**config.mk**
```make
export PLATFORM = sky130hd
export DESIGN_NAME = bram_stream_reader
export DESIGN_NICKNAME = d
export VERILOG_FILES = /design/src/rtl/bram_stream_reader.sv
export SDC_FILE = /design/constraint.sdc
export NUM_CORES = 1
export LEC_CHECK = 0
export CAP_MARGIN = 25
export CORE_MARGIN = 5
export CORE_UTILIZATION = 35
export CTS_CLUSTER_DIAMETER = 80
export DETAILED_ROUTE_END_ITERATION = 6
export GPL_ROUTABILITY_DRIVEN = 0
export GPL_TIMING_DRIVEN = 0
export PLACE_DENSITY_LB_ADDON = 0.08
export SLEW_MARGIN = 20
export SYNTH_ARGS = -nofsm -noshare
export SYNTH_HDL_FRONTEND = slang
export SYNTH_SLANG_ARGS = --single-unit
```
**constraint.sdc**
```tcl
create_clock -name clk -period 7 [get_ports clk]
set_clock_uncertainty 0.2 [all_clocks]
set_input_delay 0.7 -clock clk [delete_from_list [all_inputs] [get_ports clk]]
set_output_delay 0.7 -clock clk [all_outputs]
set_load 0.05 [all_outputs]
```
**src/rtl/bram_stream_reader.sv**
```systemverilog
// bram_stream_reader: reads a burst of words from a block RAM with one cycle
// of read latency and presents them on a valid/ready stream through a
// 2-entry FIFO. Reads are throttled so FIFO entries plus the in-flight read
// never exceed two, which keeps one beat per cycle when the sink is ready.
module bram_stream_reader #(
    parameter int ADDR_W = 10,
    parameter int DATA_W = 16
) (
    input  logic              clk,
    input  logic              rst_n,
    input  logic              start,
    input  logic              abort,
    input  logic [ADDR_W-1:0] base_addr,
    input  logic [ADDR_W:0]   len,
    output logic              busy,
    output logic              done,
    output logic              ram_en,
    output logic              ram_we,
    output logic              ram_rst,
    output logic [ADDR_W-1:0] ram_addr,
    input  logic [DATA_W-1:0] ram_dout,
    output logic              m_valid,
    input  logic              m_ready,
    output logic [DATA_W-1:0] m_data,
    output logic              m_last
);
    typedef enum logic [1:0] {IDLE, READ, DRAIN, DONE} state_t;

    localparam logic [ADDR_W:0]   ONE_L = (ADDR_W+1)'(1);
    localparam logic [ADDR_W-1:0] ONE_A = ADDR_W'(1);

    state_t              state_q, state_d;
    logic [ADDR_W-1:0]   addr_q, addr_d;
    logic [ADDR_W:0]     len_q, len_d;
    logic [ADDR_W:0]     rd_cnt_q, rd_cnt_d;
    logic [ADDR_W:0]     out_cnt_q, out_cnt_d;
    logic                pend_q, pend_d;
    logic [DATA_W-1:0]   ent0_q, ent0_d;
    logic [DATA_W-1:0]   ent1_q, ent1_d;
    logic                wr_ptr_q, wr_ptr_d;
    logic                rd_ptr_q, rd_ptr_d;
    logic [1:0]          cnt_q, cnt_d;

    logic                fifo_valid;
    logic                pop;
    logic                push;
    logic                flush;
    logic                issue;
    logic                last_beat;
    logic [2:0]          occ;

    // Next-state, read issue and FIFO bookkeeping.
    always_comb begin
        fifo_valid = (cnt_q != 2'd0);
        pop        = fifo_valid && m_ready;
        push       = pend_q;
        flush      = abort && ((state_q == READ) || (state_q == DRAIN));
        // Occupancy after this cycle's pop, counting the read already on ram_dout.
        occ        = {1'b0, cnt_q} + {2'b00, pend_q} - {2'b00, pop};
        issue      = (state_q == READ) && !abort && (rd_cnt_q != len_q) && (occ < 3'd2);
        last_beat  = fifo_valid && (out_cnt_q == len_q - ONE_L);

        state_d   = state_q;
        addr_d    = addr_q;
        len_d     = len_q;
        rd_cnt_d  = rd_cnt_q;
        out_cnt_d = pop ? out_cnt_q + ONE_L : out_cnt_q;
        pend_d    = issue;
        ent0_d    = ent0_q;
        ent1_d    = ent1_q;
        wr_ptr_d  = wr_ptr_q;
        rd_ptr_d  = rd_ptr_q;
        cnt_d     = cnt_q;

        case (state_q)
            IDLE: begin
                if (start) begin
                    addr_d    = base_addr;
                    len_d     = len;
                    rd_cnt_d  = '0;
                    out_cnt_d = '0;
                    state_d   = (len == '0) ? DONE : READ;
                end
            end
            READ: begin
                if (flush) begin
                    state_d = IDLE;
                end else if (issue) begin
                    addr_d   = addr_q + ONE_A;
                    rd_cnt_d = rd_cnt_q + ONE_L;
                    if (rd_cnt_q + ONE_L == len_q) begin
                        state_d = DRAIN;
                    end
                end
            end
            DRAIN: begin
                if (flush) begin
                    state_d = IDLE;
                end else if (pop && last_beat) begin
                    state_d = DONE;
                end
            end
            DONE:    state_d = IDLE;
            default: state_d = IDLE;
        endcase

        if (flush) begin
            pend_d   = 1'b0;
            wr_ptr_d = 1'b0;
            rd_ptr_d = 1'b0;
            cnt_d    = 2'd0;
        end else begin
            if (push) begin
                if (wr_ptr_q) begin
                    ent1_d = ram_dout;
                end else begin
                    ent0_d = ram_dout;
                end
                wr_ptr_d = ~wr_ptr_q;
            end
            if (pop) begin
                rd_ptr_d = ~rd_ptr_q;
            end
            cnt_d = cnt_q + {1'b0, push} - {1'b0, pop};
        end
    end

    // State, counters and FIFO storage.
    always_ff @(posedge clk or negedge rst_n) begin
        if (!rst_n) begin
            state_q   <= IDLE;
            addr_q    <= '0;
            len_q     <= '0;
            rd_cnt_q  <= '0;
            out_cnt_q <= '0;
            pend_q    <= 1'b0;
            ent0_q    <= '0;
            ent1_q    <= '0;
            wr_ptr_q  <= 1'b0;
            rd_ptr_q  <= 1'b0;
            cnt_q     <= 2'd0;
        end else begin
            state_q   <= state_d;
            addr_q    <= addr_d;
            len_q     <= len_d;
            rd_cnt_q  <= rd_cnt_d;
            out_cnt_q <= out_cnt_d;
            pend_q    <= pend_d;
            ent0_q    <= ent0_d;
            ent1_q    <= ent1_d;
            wr_ptr_q  <= wr_ptr_d;
            rd_ptr_q  <= rd_ptr_d;
            cnt_q     <= cnt_d;
        end
    end

    assign busy     = (state_q == READ) || (state_q == DRAIN);
    assign done     = (state_q == DONE);
    assign ram_en   = issue;
    assign ram_we   = 1'b0;
    assign ram_rst  = 1'b0;
    assign ram_addr = addr_q;
    assign m_valid  = fifo_valid;
    assign m_data   = rd_ptr_q ? ent1_q : ent0_q;
    assign m_last   = last_beat;

endmodule

```
## Yosys cells after proc, flatten, opt, wreduce, memory -nomap -nowiden

Cells that the tools add are included.

| storage, ports and cells | value |
|---|---|
| register bits | 82 |
| bits of input ports | 42 |
| logic and storage cells | 81 |
| output and inout bits | 33 |

| cells by class | value |
|---|---|
| multiplexer cells | 26 |
| $lt $le $gt $ge | 1 |
| $add $sub $neg | 8 |
| equal/unequal tests | 12 |
| reduce and logical (&&, ||, !) cells | 20 |
| bitwise logic cells | 3 |

Operators by type and width:

| cell | number |
|---|---|
| $mux W11 | 6 |
| $mux W10 | 3 |
| $add A11 B1 Y11 const B | 2 |
| $eq A11 B11 Y1 | 2 |
| $pmux W11 S2 | 1 |
| $pmux W10 S2 | 1 |
| $mux W16 | 1 |
| $mux W2 | 8 |
| $logic_not A11 Y1 | 1 |
| $ne A11 B11 Y1 | 1 |
| $sub A11 B1 Y11 const B | 1 |
| $add A10 B1 Y10 const B | 1 |
| $pmux W2 S4 | 1 |
| $reduce_and A4 Y1 | 2 |
| $reduce_bool A2 Y1 | 4 |
| $logic_and A1 B1 Y1 | 7 |
| $ne A2 B2 Y1 const B | 3 |
| $ne A3 B2 Y1 const B | 2 |
| $reduce_and A3 Y1 | 2 |
| $mux W1 | 5 |
| $eq A2 B2 Y1 const B | 2 |
| $add A2 B1 Y3 | 1 |
| $lt A3 B2 Y1 const B | 1 |
| $ne A3 B3 Y1 const B | 1 |
| 9 further kinds | 11 |

## Longest topological paths before layout

| depth | value |
|---|---|
| depth in word-level cells | 8 |
| depth in mapped cells | 16 |
| depth with buffers taken out | 15 |

## Worst setup path before layout

OpenSTA, ideal clock, no wires.

| timing | value |
|---|---|
| kind | reg-to-reg |
| start point | register cnt_q[1] |
| end point | register state_q[1] |
| path slack | 2425 ps |
| stages on the path, launching flop included | 16 |
| required time | 6672 ps |
| path buffers | 0 |
| setup time | 128 ps |
| period minus slack after synthesis | 4575 ps |
| data arrival time | 4247 ps |
| path through | dfrtp_1 or2_2 nand2_1 clkinv_1 ha_1 inv_1 ha_1 inv_1 fa_1 xnor2_1 nand3_1 a21oi_1 nor3b_1 a31oi_1 a311oi_2 mux2_1 |

| between the ends | value |
|---|---|
| cells in the longest elaborated chain, start to end | 7 |
| elaborated cells on any way between the ends | 11 |
| classes of those cells | add/sub: 2; order compare: 1; eq/ne: 2; reduce/logical: 6 |

RTL lines:

| item | line | text |
|---|---|---|
| start, declared | 42 | `logic [1:0] cnt_q, cnt_d;` |
| start signal, assigned | 153 | `cnt_q <= cnt_d;` |
| $reduce_bool A2 Y1 | 54 | `fifo_valid = (cnt_q != 2'd0);` |
| via m_valid | 22 | `output logic m_valid,` |
| $logic_and A1 B1 Y1 | 55 | `pop = fifo_valid && m_ready;` |
| $sub A3 B1 Y3 | 59 | `occ = {1'b0, cnt_q} + {2'b00, pend_q} - {2'b00, pop};` |
| $lt A3 B2 Y1 | 60 | `issue = (state_q == READ) && !abort && (rd_cnt_q != len_q) && (occ < 3'd2);` |
| $logic_and A1 B1 Y1 | 60 |  |
| via ram_en | 17 | `output logic ram_en,` |
| $ne A3 B3 Y1 (no source line) | -- |  |
| $reduce_and A4 Y1 (no source line) | -- |  |
| end signal, assigned | 143 | `state_q <= state_d;` |
| end, declared | 32 | `state_t state_q, state_d;` |

The timed path passes the listed nets, and every way through them passes these cells.
A chain may end at the register's enable or synchronous reset.

## Worst setup path after layout

| timing | value |
|---|---|
| start point | register cnt_q[1] |
| end point | output port ram_en |

| between the ends | value |
|---|---|
| cells in the longest elaborated chain, start to end | 5 |
| elaborated cells on any way between the ends | 6 |
| classes of those cells | add/sub: 2; order compare: 1; reduce/logical: 3 |

RTL lines:

| item | line |
|---|---|
| parallel branches: the longest is 2 deep, another holds $add A2 B1 Y3 | -- |
| $sub A3 B1 Y3 * | 59 |
| $lt A3 B2 Y1 * | 60 |
| $logic_and A1 B1 Y1 * | 60 |
| end, declared | 17 |

Mark *: on every way between the ends.

==> results.cfg <==
[grt]
grt_pass1_vias = 3948
grtUsageTotal_pct = 15.7
grt-ovfl-total = 0
grt_max_degree = 53
antenna_found_initial = 0
grt_pass1_wl_um = 20300

[clocking]
postCtsSetupRepairBufs = 0
hold_buffers = 0
cts.clk_slew.worst_paths_ps = 70
root_buffer = clkbuf_16
clock-sinks = 82
cts_made_buffers = 9
clk_latency_ps = 340
post_cts_resized = 0
clock_path_buffers = 2
cts_tree = yes
cts-htree-levels = 3

[die]
design.core.area_um2 = 13200
die_w_um = 126
start_util_pct = 35.8
io_pins = 75
die_h_um = 126
dieArea_um2 = 16000
std_cell_rows = 42

[final_layout]
final_cell_mix = 82 x dfrtp_1, 71 x clkdlybuf4s50_1, 65 x nand2_1, 49 x mux2_2, 27 x o21ai_0
drive_above_1_share_pct = 14.0
diodes = 0
syn_to_final_growth_pct = 27.4
final_util_pct = 45.6
fillers = 1284
nets = 625
layout_commonest_cell = dfrtp_1

[detailed_routing]
routed_wl_um = 12200
dr.pass1.iters = 4
drt_iter0_markers = 207
wl_per_cell_um = 16.2
drcViolationCount = 0
vias = 3816
ant_nets = 0
viasPerCell = 5.07

[power]
switchingPower_uw = 1290
p_int_uw = 1590
finalPower_uw = 2880
p_comb_share_pct = 54.8
seq_power_share_pct = 26.9
power_frac_clock_pct = 18.2
pwr_density_cell_nw_per_um2 = 477
vdd_drop_max_uv = 230
leakagePower_uw = 0.00255
p_sw_share_pct = 44.9

[yosys]
synthDistinctLibCells = 58
ys_ff_latch = 82
ys_warn_count = 0
syn_area_um2 = 4740
synth-main-ff-cell = dfrtp_1
yosysSeqAreaShare_pct = 43.3
netlist_instances = 487
syn-mean-instance-area_um2 = 9.73
synth_enable_flop_cells = 0
async_flop_share_pct = 100

[sta]
fin_crit_sh_pct = 70.5
tns_ps = 0
period_needed_ps = 4930
slew_viol_final = 0
fmax_mhz = 203
hold_viol_final = 0
setup_viol = 0
holdWs_ps = 108
worstMarginPinSlew_ps = 629
rsz0062_at_grt = false
slew_headroom_pct = 57.9

[worst_setup_path]
path_class = flip-flop to output pin
critPathArrivalTime_ps = 4030
reg2reg_slack_ps = 2810
path_max_fanout = 8
start_kind = flip-flop
endpoint_kind = output pin
required_ps = 6100

[worst_hold_path]
hold_class = input pin to async pin

[placement]
dpl.hpwl_um = 8920
io_buffers = 72

[run]
cap_violations = 0

[outcome]
outcome = finished, final reports clean
power groups by stage:
stage	clock network, uW	logic [uW]	registers, uW
floorplan	0	1060	849
global placement	0	1570	775
detailed placement	0	1580	785
CTS	539	1600	778
global route	556	1720	803
finish	525	1580	775
area by class of cell:
type                    instances  area, um^2  area share (%)
clock buffers                  10         239            3.96
inverters                      12        45.0           0.746
flip-flops and latches         82        2050            34.0
well taps                     176         220            3.65
repair buffers                 73         746            12.4
plain buffers                  27         118            1.95
clock inverters                 6        88.8            1.47
multi-input cells             367        2530            41.9
worst max-delay path, stage by stage (launching register included):
cell and delay, ps:
dfrtp_1 420, or2_2 360, nand2_1 160, clkinv_1 260
ha_1 360, inv_1 50, ha_1 130, inv_1 40
fa_1 520, nand3_1 110, a21oi_1 360, clkdlybuf4s50_1 910
per-stage QoR:
stage / worst slack, ps / cells / instance area [um^2]
global route: 1790 / 753 / 6040
global placement: 1840 / 736 / 5680
finish: 2070 / 753 / 6040
detailed placement: 2090 / 737 / 5710
floorplan: 2430 / 488 / 4740
CTS: 2010 / 753 / 6040
layer usage:
layer / part of all wire (%) / vias to the layer above / routed length [um] / global-route usage [%]
li1: - / 1890 / - / -
met1: 47 / 1842 / 5770 / 21.3
met2: 46 / 72 / 5660 / 24.6
met3: 4.7 / 12 / 567 / 3.87
met4: 1.5 / 0 / 180 / 5.43
met5: 0 / - / 0 / 0
synthesized netlist by cell type (2+ instances only):
| library cell | instances | area share (%) |
|---|---|---|
| a21o_1 | 3 | 0.48 |
| a21oi_1 | 18 | 1.9 |
| a22o_1 | 3 | 0.55 |
| a311o_1 | 2 | 0.42 |
| a31oi_1 | 3 | 0.40 |
| and2_1 | 4 | 0.53 |
| and3_1 | 8 | 1.1 |
| and4_1 | 3 | 0.55 |
| buf_4 | 2 | 0.32 |
| clkbuf_1 | 22 | 1.7 |
| dfrtp_1 | 82 | 43 |
| ha_1 | 10 | 2.6 |
| inv_1 | 11 | 0.87 |
| mux2_2 | 49 | 12 |
| mux2i_1 | 5 | 1.1 |
| nand2_1 | 65 | 5.1 |
| nand2b_1 | 6 | 0.79 |
| nand3_1 | 24 | 2.5 |
| nand4_1 | 6 | 0.79 |
| nor2_1 | 24 | 1.9 |
| nor2b_1 | 7 | 0.92 |
| nor3_1 | 10 | 1.1 |
| nor4_1 | 3 | 0.40 |
| o211ai_1 | 2 | 0.32 |
| o21ai_0 | 27 | 2.9 |
| o22ai_1 | 10 | 1.3 |
| o31ai_1 | 5 | 0.79 |
| or2_2 | 2 | 0.26 |
| or4_4 | 2 | 0.48 |
| or4b_2 | 3 | 0.63 |
| xnor2_1 | 21 | 3.9 |
| xor2_1 | 19 | 3.5 |
cells by family (layout without fill, tap and decap cells):
kind of cell	after synthesis	in the layout	synth area share, %
muxes	55	55	12.9
AOI/OAI and AO/OA	84	84	11.1
xor gates and xnor gates	40	40	7.39
buffers and inverters	39	128	3.43
other	1	2	0.0791
DFF	82	82	43.3
and+or+nand+nor	174	174	18.5
adders and majority gates	12	12	3.27
sequential cells by signal (all words and copies together), names as in the netlist:
signal and cells:
wr_ptr_q 1, ram_addr 10, ent1_q 16, out_cnt_q 11, pend_q 1, len_q 11, cnt_q 2, ent0_q 16
rd_cnt_q 11, state_q 2, rd_ptr_q 1
worst paths after layout:
check / from / endpoint / cells past startpoint
setup / recovery: cnt_q[1]$_DFF_PN0_ / ram_en / 11
setup reg to reg: cnt_q[1]$_DFF_PN0_ / state_q[1]$_DFFE_PN0P_ / 14
max in group asynchronous: rst_n / out_cnt_q[8]$_DFF_PN0_ / 2
hold reg to reg: ent1_q[0]$_DFFE_PN0P_ / ent1_q[0]$_DFFE_PN0P_ / 1
min in group clk: ent1_q[0]$_DFFE_PN0P_ / ent1_q[0]$_DFFE_PN0P_ / 1
hold / removal: rst_n / len_q[7]$_DFFE_PN0P_ / 1
(Power assumes the default switching activity.)
